## src/rtl/if_pkg.sv

```systemverilog
// ---------------------------------------------------------------------------
// if_pkg
// Shared definitions for the instruction-fetch stage: default widths, the
// reset PC constant, the fetch FSM state encoding and an alignment helper.
// Optional feature macro used by the fetch stage: IF_MISALIGN_TRAP_EN.
// ---------------------------------------------------------------------------
package if_pkg;

    localparam int                 IF_AW_DEFAULT    = 32;
    localparam int                 IF_DW_DEFAULT    = 32;
    localparam logic [31:0]        RESET_PC_DEFAULT = 32'h0000_0000;

    typedef enum logic [1:0] {
        ST_IDLE  = 2'd0,
        ST_REQ   = 2'd1,
        ST_HOLD  = 2'd2,
        ST_FAULT = 2'd3
    } if_state_t;

    // Instructions are word aligned; any set bit in [1:0] is a bad target.
    function automatic logic is_misaligned(input logic [1:0] i_lo_bits);
        return (i_lo_bits != 2'b00);
    endfunction

endpackage

```

## src/rtl/if_stage_if.sv

```systemverilog
// ---------------------------------------------------------------------------
// if_stage_if
// Instruction-memory request/ack bus between the fetch stage and memory.
//   req   : fetch request (master -> slave)
//   addr  : fetch address (master -> slave)
//   ack   : read data valid this cycle (slave -> master)
//   rdata : fetched instruction word (slave -> master)
// ---------------------------------------------------------------------------
interface if_stage_if #(
    parameter int ADDRESS_WIDTH = 32,
    parameter int DATA_WIDTH    = 32
);
    logic                     req;
    logic [ADDRESS_WIDTH-1:0] addr;
    logic                     ack;
    logic [DATA_WIDTH-1:0]    rdata;

    modport master (output req, output addr, input ack, input rdata);
    modport slave  (input req, input addr, output ack, output rdata);
endinterface

```

## src/rtl/if_stage_pc_reg.sv

```systemverilog
// ---------------------------------------------------------------------------
// pc_reg
// Program counter register with load enable. The value is taken verbatim
// from i_d; any PC arithmetic happens upstream.
//   clk, rst : clock, asynchronous active-high reset (loads RESET_PC)
//   i_load   : load i_d on the next rising edge
//   i_d      : next PC value
//   o_pc     : current PC
// ---------------------------------------------------------------------------
import if_pkg::*;

module pc_reg #(
    parameter int                       ADDRESS_WIDTH = IF_AW_DEFAULT,
    parameter logic [ADDRESS_WIDTH-1:0] RESET_PC      = RESET_PC_DEFAULT
) (
    input  logic                     clk,
    input  logic                     rst,
    input  logic                     i_load,
    input  logic [ADDRESS_WIDTH-1:0] i_d,
    output logic [ADDRESS_WIDTH-1:0] o_pc
);

    logic [ADDRESS_WIDTH-1:0] r_pc;

    always_ff @(posedge clk or posedge rst) begin
        if (rst) begin
            r_pc <= RESET_PC;
        end else if (i_load) begin
            r_pc <= i_d;
        end
    end

    assign o_pc = r_pc;

endmodule

```

## src/rtl/if_stage.sv

```systemverilog
// ---------------------------------------------------------------------------
// if_stage
// Instruction fetch stage: issues requests on the imem bus, captures returned
// words into the IF/ID register, buffers one word in a skid register when
// decode stalls, and redirects on flush.
// Optional feature: define IF_MISALIGN_TRAP_EN to trap on a misaligned PC
// update (sticky o_fetch_fault, FSM parks in FAULT until reset).
//
// Ports
//   clk, rst        : clock, asynchronous active-high reset
//   i_trigger       : run enable; low stops issuing new fetches
//   i_next_pc       : next PC from the PC select logic
//   o_pc            : current PC (also the fetch address)
//   imem            : instruction memory bus (master side)
//   i_stall         : decode cannot accept a new IF/ID word
//   i_flush         : redirect; drop in-flight and buffered words
//   o_if_id_valid   : IF/ID word valid
//   o_if_id_instr   : IF/ID instruction
//   o_if_id_pc      : IF/ID PC
//   o_fetch_fault   : sticky misaligned-fetch flag
//
// State  | meaning
// IDLE   | no request; waits for i_trigger
// REQ    | request outstanding at o_pc; address held until ack or flush
// HOLD   | word parked in skid because IF/ID was full and stalled
// FAULT  | misaligned target trapped; only reset leaves this state
// ---------------------------------------------------------------------------
import if_pkg::*;

module if_stage #(
    parameter int                       ADDRESS_WIDTH = IF_AW_DEFAULT,
    parameter int                       DATA_WIDTH    = IF_DW_DEFAULT,
    parameter logic [ADDRESS_WIDTH-1:0] RESET_PC      = RESET_PC_DEFAULT
) (
    input  logic                     clk,
    input  logic                     rst,
    input  logic                     i_trigger,
    input  logic [ADDRESS_WIDTH-1:0] i_next_pc,
    output logic [ADDRESS_WIDTH-1:0] o_pc,
    if_stage_if.master               imem,
    input  logic                     i_stall,
    input  logic                     i_flush,
    output logic                     o_if_id_valid,
    output logic [DATA_WIDTH-1:0]    o_if_id_instr,
    output logic [ADDRESS_WIDTH-1:0] o_if_id_pc,
    output logic                     o_fetch_fault
);

    if_state_t                r_state;
    logic                     r_imem_req;
    logic                     r_if_id_valid;
    logic [DATA_WIDTH-1:0]    r_if_id_instr;
    logic [ADDRESS_WIDTH-1:0] r_if_id_pc;
    logic                     r_skid_valid;
    logic [DATA_WIDTH-1:0]    r_skid_instr;
    logic [ADDRESS_WIDTH-1:0] r_skid_pc;

    logic [ADDRESS_WIDTH-1:0] w_pc;
    logic                     w_flush;
    logic                     w_ack;
    logic                     w_accept;
    logic                     w_skid_cap;
    logic                     w_pc_upd;
    logic                     w_trap;
    logic                     w_pc_load;

    always_comb begin
        // FAULT ignores flush entirely.
        w_flush    = i_flush && (r_state != ST_FAULT);
        // Acks are only meaningful while a request is outstanding; a late
        // ack after reset (FSM in IDLE) falls through here.
        w_ack      = (r_state == ST_REQ) && imem.ack && !w_flush;
        w_accept   = w_ack && (!r_if_id_valid || !i_stall);
        w_skid_cap = w_ack && r_if_id_valid && i_stall;
        w_pc_upd   = w_flush || w_ack;
`ifdef IF_MISALIGN_TRAP_EN
        w_trap     = w_pc_upd && is_misaligned(i_next_pc[1:0]);
`else
        w_trap     = 1'b0;
`endif
        w_pc_load  = w_pc_upd && !w_trap;
    end

    pc_reg #(
        .ADDRESS_WIDTH (ADDRESS_WIDTH),
        .RESET_PC      (RESET_PC)
    ) u_pc_reg (
        .clk    (clk),
        .rst    (rst),
        .i_load (w_pc_load),
        .i_d    (i_next_pc),
        .o_pc   (w_pc)
    );

    always_ff @(posedge clk or posedge rst) begin
        if (rst) begin
            r_state       <= ST_IDLE;
            r_imem_req    <= 1'b0;
            r_if_id_valid <= 1'b0;
            r_if_id_instr <= '0;
            r_if_id_pc    <= '0;
            r_skid_valid  <= 1'b0;
            r_skid_instr  <= '0;
            r_skid_pc     <= '0;
        end else begin
            if (w_flush) begin
                r_if_id_valid <= 1'b0;
                r_skid_valid  <= 1'b0;
                r_state       <= i_trigger ? ST_REQ : ST_IDLE;
                r_imem_req    <= i_trigger;
            end else begin
                unique case (r_state)
                    ST_IDLE: begin
                        if (!i_stall) begin
                            r_if_id_valid <= 1'b0;
                        end
                        if (i_trigger) begin
                            r_state    <= ST_REQ;
                            r_imem_req <= 1'b1;
                        end
                    end
                    ST_REQ: begin
                        if (w_accept) begin
                            r_if_id_valid <= 1'b1;
                            r_if_id_instr <= imem.rdata;
                            r_if_id_pc    <= w_pc;
                            r_state       <= i_trigger ? ST_REQ : ST_IDLE;
                            r_imem_req    <= i_trigger;
                        end else if (w_skid_cap) begin
                            r_skid_valid <= 1'b1;
                            r_skid_instr <= imem.rdata;
                            r_skid_pc    <= w_pc;
                            r_state      <= ST_HOLD;
                            r_imem_req   <= 1'b0;
                        end else if (!i_stall) begin
                            r_if_id_valid <= 1'b0;
                        end
                    end
                    ST_HOLD: begin
                        if (!i_stall) begin
                            r_if_id_valid <= r_skid_valid;
                            r_if_id_instr <= r_skid_instr;
                            r_if_id_pc    <= r_skid_pc;
                            r_skid_valid  <= 1'b0;
                            r_state       <= i_trigger ? ST_REQ : ST_IDLE;
                            r_imem_req    <= i_trigger;
                        end
                    end
                    ST_FAULT: begin
                        // Decode may still drain the word it already holds.
                        if (!i_stall) begin
                            r_if_id_valid <= 1'b0;
                        end
                    end
                    default: begin
                        r_state    <= ST_IDLE;
                        r_imem_req <= 1'b0;
                    end
                endcase
            end
            // A trapped PC update overrides whatever the branch above chose.
            if (w_trap) begin
                r_state    <= ST_FAULT;
                r_imem_req <= 1'b0;
            end
        end
    end

`ifdef IF_MISALIGN_TRAP_EN
    logic r_fault;

    always_ff @(posedge clk or posedge rst) begin
        if (rst) begin
            r_fault <= 1'b0;
        end else if (w_trap) begin
            r_fault <= 1'b1;
        end
    end

    assign o_fetch_fault = r_fault;
`else
    assign o_fetch_fault = 1'b0;
`endif

    assign o_pc          = w_pc;
    assign imem.req      = r_imem_req;
    assign imem.addr     = w_pc;
    assign o_if_id_valid = r_if_id_valid;
    assign o_if_id_instr = r_if_id_instr;
    assign o_if_id_pc    = r_if_id_pc;

endmodule

```

## src/flat_wrapper.sv

```systemverilog
// flat-port wrapper written by rule: the top's interface ports become plain ports
module if_stage_flat 
#(
    parameter int                       ADDRESS_WIDTH = IF_AW_DEFAULT,
    parameter int                       DATA_WIDTH    = IF_DW_DEFAULT,
    parameter logic [ADDRESS_WIDTH-1:0] RESET_PC      = RESET_PC_DEFAULT
)
  (clk, rst, i_trigger, i_next_pc, o_pc, i_stall, i_flush, o_if_id_valid, o_if_id_instr, o_if_id_pc, o_fetch_fault, imem_req, imem_addr, imem_ack, imem_rdata);
  if_stage_if #(.ADDRESS_WIDTH(ADDRESS_WIDTH), .DATA_WIDTH(DATA_WIDTH)) imem_i ();
  input  logic clk;
  input  logic rst;
  input  logic i_trigger;
  input  logic [ADDRESS_WIDTH-1:0] i_next_pc;
  output logic [ADDRESS_WIDTH-1:0] o_pc;
  input  logic i_stall;
  input  logic i_flush;
  output logic o_if_id_valid;
  output logic [DATA_WIDTH-1:0] o_if_id_instr;
  output logic [ADDRESS_WIDTH-1:0] o_if_id_pc;
  output logic o_fetch_fault;
  output wire logic [$bits(imem_i.req)-1:0] imem_req;
  output wire logic [$bits(imem_i.addr)-1:0] imem_addr;
  input wire logic [$bits(imem_i.ack)-1:0] imem_ack;
  input wire logic [$bits(imem_i.rdata)-1:0] imem_rdata;
  assign imem_req = imem_i.req;
  assign imem_addr = imem_i.addr;
  assign imem_i.ack = imem_ack;
  assign imem_i.rdata = imem_rdata;
  if_stage #(.ADDRESS_WIDTH(ADDRESS_WIDTH), .DATA_WIDTH(DATA_WIDTH), .RESET_PC(RESET_PC)) u_core (.clk(clk), .rst(rst), .i_trigger(i_trigger), .i_next_pc(i_next_pc), .o_pc(o_pc), .imem(imem_i), .i_stall(i_stall), .i_flush(i_flush), .o_if_id_valid(o_if_id_valid), .o_if_id_instr(o_if_id_instr), .o_if_id_pc(o_if_id_pc), .o_fetch_fault(o_fetch_fault));
endmodule
```

## config.mk

```make
export PLATFORM = sky130hd
export DESIGN_NAME = if_stage_flat
export DESIGN_NICKNAME = d
export VERILOG_FILES = /design/src/rtl/if_pkg.sv /design/src/rtl/if_stage_if.sv /design/src/rtl/if_stage_pc_reg.sv /design/src/rtl/if_stage.sv /design/src/flat_wrapper.sv
export SDC_FILE = /design/constraint.sdc
export NUM_CORES = 1
export LEC_CHECK = 0
export CORE_ASPECT_RATIO = 1.2
export CORE_UTILIZATION = 45
export CTS_BUF_LIST = sky130_fd_sc_hd__clkbuf_2 sky130_fd_sc_hd__clkbuf_4 sky130_fd_sc_hd__clkbuf_8
export DETAILED_ROUTE_END_ITERATION = 8
export GPL_ROUTABILITY_DRIVEN = 0
export GPL_TIMING_DRIVEN = 0
export PLACE_DENSITY = 0.77
export SLEW_MARGIN = 20
export SYNTH_ARGS = -nofsm -noshare
export SYNTH_HDL_FRONTEND = slang
export SYNTH_SLANG_ARGS = --single-unit
```

## constraint.sdc

```tcl
create_clock -name clk -period 8.09 [get_ports clk]
set_clock_uncertainty 0.2 [all_clocks]
set_input_delay 2.0225 -clock clk [delete_from_list [all_inputs] [get_ports clk]]
set_output_delay 2.0225 -clock clk [all_outputs]
set_load 0.02 [all_outputs]
```

Word level (Yosys, flattened, before mapping)
Cells that the tools add are included.

word-level totals
  bits in registers = 165
  output and inout bits = 131
  logic and storage cells = 74

cells by class
  bitwise logic cells = 2
  muxes and demuxes = 30
  eq/ne operators = 12
  reduce and logical (&&, ||, !) cells = 21

operators by type and width
  operator              count
  $mux W32              4
  $pmux W32 S2          2
  $reduce_and A4 Y1     4
  $mux W1               15
  $mux W2               5
  $ne A3 B2 Y1 const B  3
  $logic_and A1 B1 Y1   6
  $pmux W1 S3           2
  $pmux W2 S3           1
  $eq A2 B2 Y1 const B  2
  $ne A2 B2 Y1 const B  2
  $ne A4 B1 Y1 const B  1
  $ne A4 B2 Y1 const B  1
  $reduce_bool A4 Y1    1
  $logic_not A1 Y1      3
  $ne A3 B1 Y1 const B  1
  $reduce_bool A3 Y1    1
  $eq A2 B1 Y1 const B  1
  $logic_not A2 Y1      1
  $logic_or A1 B1 Y1    2
  $ne A2 B1 Y1 const B  1
  $not A1 Y1            2
  $pmux W1 S2           1
  $reduce_and A2 Y1     1
  2 further kinds       2

Logic depth before layout (Yosys ltp)
  depth after elaboration = 10
  mapped depth = 9

By module
Synthesis repeated with hierarchy kept, for this count alone.

second synthesis, totals
  cells, all modules = 562
  area, all modules = 7,297.0 um2

modules (own cells, without submodules)
  module    area each (um2)  instances  seq. area each (um2)  cells an instance
  if_stage  5,948.2          1          3,303.2               493
  pc_reg    1,348.8          1          800.8                 69

Worst setup path after synthesis
Ideal clock, no wire load.

  path kind = input to register
  start point = input i_flush
  end point = register u_core.r_skid_pc[0]
  library setup time = 0.128 ns
  data arrival time = 3.144 ns
  cell stages on the path = 6
  path buffers = 3
  path slack = 4.618 ns
  cell sequence = nor2b_1 -> buf_4 -> nor3_2 -> buf_4 -> buf_8 -> mux2_1

between the ends
  longest elaborated chain between the ends = 6
  elaborated cells on any way between the ends = 9
  those cells by class = 2 x bitwise; 7 x reduce/logical

RTL lines
  item                                                      line                            text
  start, declared                                           flat_wrapper.sv:16              input logic i_flush;
  $logic_and A1 B1 Y1 (*)                                   if_stage.sv:69                  w_flush = i_flush && (r_state != ST_FAULT);
  $logic_not A1 Y1                                          if_stage.sv:72                  w_ack = (r_state == ST_REQ) && imem.ack && !w_flush;
  $logic_and A1 B1 Y1                                       if_stage.sv:72
  $logic_and A1 B1 Y1, on equally long branches             if_stage.sv:74, if_stage.sv:73
  $logic_and A1 B1 Y1 / $not A1 Y1 (equally long branches)  -
  $reduce_and A4 Y1 (no line) (*)                           -
  end signal, assigned                                      if_stage.sv:132                 r_skid_pc <= w_pc;
  end, declared                                             if_stage.sv:56                  logic [ADDRESS_WIDTH-1:0] r_skid_pc;

Every way passes the cells marked *; elsewhere a longest branch is shown, timed or not.
A chain may end at the register's enable or synchronous reset.

Final worst setup path
  start point = register u_core.u_pc_reg.r_pc[29] (netlist: u_core.u_pc_reg.o_pc[29])
  end point = output o_pc[29]

RTL lines
  item                    line                   text
  start, declared         if_stage_pc_reg.sv:23  logic [ADDRESS_WIDTH-1:0] r_pc;
  start signal, assigned  if_stage_pc_reg.sv:29  r_pc <= i_d;
  end, declared           flat_wrapper.sv:14     output logic [ADDRESS_WIDTH-1:0] o_pc;

No word-level cell between the ends.

==> summary.txt <==
Run status
  – Status: completed

GRT
  – Initial antenna violation count: 0
  – Vias in the first global route: ~5200
  – Largest net degree at the start of global routing: 84
  – Global-route wire length before repair: around 27 mm
  – Overflow left after global routing: 0
  – Gr usage total: about 20%

Place
  – Detailed placer's ending HPWL: roughly 12 mm
  – Post-Place Cells: around 900
  – IO buf count: just under 200
  – Dpl cell area: approximately 10000 µm²
  – Pre-CTS WS: ~3.9 ns

Timing
  – Final WS setup: ~4.2 ns
  – F_max: 260 MHz
  – Slew @ Worst Pin: approximately 0.66 ns
  – Max-slew violation count: 0
  – Min Tclk post-route: ~3.8 ns
  – Final Cycle Share: around 48%
  – Final hold vios: 0
  – Setup_tns: 0 ns
  – Hold WS: ~0.29 ns
  – RSZ-0062 raised after global routing: no
  – Final setup viols: 0
  – Max-slew headroom: between 50% and 60%

Routing
  – Via density: 5.00
  – Residual DRC: 0
  – Iter 0 DRT Violations: 160
  – Via count: 4658
  – Final WL: ~17 mm
  – ANT nets after route: 0
  – WL/cell: around 18 µm
  – Detailed-router iteration count before antenna repair: 4

Clock tree
  – Worst skew pair latency: around 0.44 ns
  – CTS tree: yes
  – Maximum root-to-sink buffer count: 2
  – CTS Root Cell: clkbuf_8
  – Post-CTS setup buffer count: 0
  – Hold buffers post-CTS: 0
  – Number of H-tree levels: 4
  – Clk sinks: ~160
  – PostCTS Resize Cnt: 0
  – TritonCTS buffer count: 17
  – Clk slew on worst S/H paths: about 0.080 ns

Worst setup path
  – Crit path cell chain: buf_4 > clkdlybuf4s50_1
  – R2r worst-path depth: 8
  – CP Launch Type: register
  – Crit path max fanout: 5
  – Critical Path AT: ~1.6 ns
  – Crit path buffers/inverters: 2
  – Slowest stage delay, CP: ~0.59 ns
  – Worst setup path start: u_core.u_pc_reg.o_pc[29]
  – Endpoint class of the critical path: primary output
  – Critical path type: register to primary output
  – Worst reg2reg path startpoint: u_core.r_state[1]
  – CP Data Required Time: 5.87 ns
  – CP Depth: 2
  – Crit-path slowest cell: clkdlybuf4s50_1
  – Top delay family on crit path: buffers and inverters

Finish
  – Post-layout util: between 60% and 70%
  – Final cell count without fillers: about 930
  – Share of layout cells above drive strength 1: about two fifths
  – Commonest non-fill, non-tap cell in the layout: clkdlybuf4s50_1
  – Most frequent cells in the layout: clkdlybuf4s50_1, dfrtp_1, mux2_2, mux2_4, mux2_1
  – Finished layout cell area: between 10000 and 15000 µm²
  – Area grow syn2layout: 34.7%
  – N_diodes: 0
  – Nets: approximately 780

Synthesis
  – Synth Cell Area: 7670 µm²
  – Post-synthesis simple-gate area fraction: under 10%
  – XOR/XNOR Fraction of Synth Area: 0%
  – Mux share of post-synthesis cell area: between 30 and 40%
  – Netlist cell types: 31
  – Post-synthesis compound-gate area fraction: 1.26%
  – Sequential share of the synthesized area: a little over half
  – Combinational family with the most area after synthesis: multiplexers
  – Mapped Cells: roughly 490
  – Total of warnings raised by yosys: 0
  – Mean post-synth cell area: 15.7 µm²
  – Number of synthesized register bits: about 160
  – Adder-Cell Fraction of Synth Area: less than 1%
  – Largest cells by area after synthesis: dfrtp_1, mux2_2, mux2_4
  – Area share of the largest cell type after synthesis: 53.5%
  – Leading area contributor after synthesis: dfrtp_1
  – Post-synth net total: around 560

Pwr
  – Psw: between 1 and 1.5 mW
  – Leak: 4.56 nW
  – Pwr Total: 3.77 mW
  – Pwr per Cell Area: ~360 nW/µm²
  – Switching part of the total power: between 30% and 40%
  – Int Pwr: roughly 2.5 mW
  – Flop pwr share: a little under two fifths
  – Comb pwr share: roughly 47%
  – Clock power share: between 10% and 20%
  – Peak VDD IR: between 0.15 and 0.2 mV

Floorplanning
  – I/O pin cnt: around 200
  – Horiz. Die Dim: 121 µm
  – Cell Rows: 51
  – Core area: ~16000 µm²
  – Die Y: about 150 µm
  – Initial core utilization: a little under half
  – Die area: ~18000 µm²

Job
  – # Max-Cap Violations: 0

Min path
  – Hold Path Origin: u_core.r_skid_instr[30]
  – HP Class: register to register
  – Hold path cells: 1
## per-layer routing
layer | track usage (%) | routed length [µm]
met1 | 23.5 | 6740
met2 | 34.2 | 8530
met3 | 6.29 | 1050
met4 | 6.98 | 270
met5 | 0 | 0
## final timing paths
kind                                             to  slack (ns)
max in group asynchronous      u_core.r_skid_pc[30]        5.01
setup reg to reg               u_core.r_skid_pc[31]        5.66
hold reg to reg             u_core.r_skid_instr[30]        0.29
hold / removal              u_core.r_skid_instr[30]        0.29
setup / recovery                           o_pc[29]        4.24
min in group asynchronous  u_core.o_if_id_instr[22]        1.86
## cell type report
type / instances / area [µm²]
fill: 1263 / 6130
sequential: 164 / 4100
multi-input combinational: 262 / 3040
timing repair buffer: 200 / 2020
buffer: 59 / 518
tap: 212 / 265
clock buffer: 19 / 262
clock inverter: 11 / 111
inverter: 4 / 22.5
## state kept, by name (all words and copies together) (netlist names)
register              cells
u_core.o_if_id_instr     32
u_core.r_skid_valid       1
u_core.r_skid_pc         32
u_core.r_skid_instr      32
u_core.u_pc_reg.o_pc     32
u_core.r_state            2
u_core.o_if_id_pc        32
u_core.o_if_id_valid      1
## synth_stat cells
library cell  instances
dfrtp_1             164
a311oi_1              1
nor2b_1               1
nand2b_1              3
buf_6                 1
buf_12                6
o22ai_1               1
buf_2                 8
buf_4                36
o21ai_2               1
nor2_1                2
nor2_8                1
nor3_2                1
clkbuf_1              3
o31ai_1               1
mux2_4               60
o21ai_0               3
clkbuf_2              1
nand4_1               1
a21oi_1               2
mux2_2              128
a32oi_4               1
nand2_1               7
inv_1                 4
buf_8                 4
nand3_1               2
conb_1                1
mux2i_1               1
mux2_1               38
a31oi_1               2
ha_1                  4
## cell families (layout without fill, tap and decap cells)
| logic type | after synthesis | count (layout) |
|---|---|---|
| buf+inv | 63 | 293 |
| mux | 227 | 227 |
| flops | 164 | 164 |
| other cells | 1 | 1 |
| compound gates | 12 | 12 |
| fa+ha+maj | 4 | 4 |
| simple gates | 18 | 18 |
## power by group through the flow
stage	combinational, mW	sequential, mW	clock, mW
global placement	1.75	1.40	0
finish	1.78	1.41	0.572
CTS	1.81	1.42	0.589
floorplan	0.841	1.63	0
global route	1.88	1.46	0.621
detailed placement	1.79	1.42	0
Power figures use the tool's default switching activity.
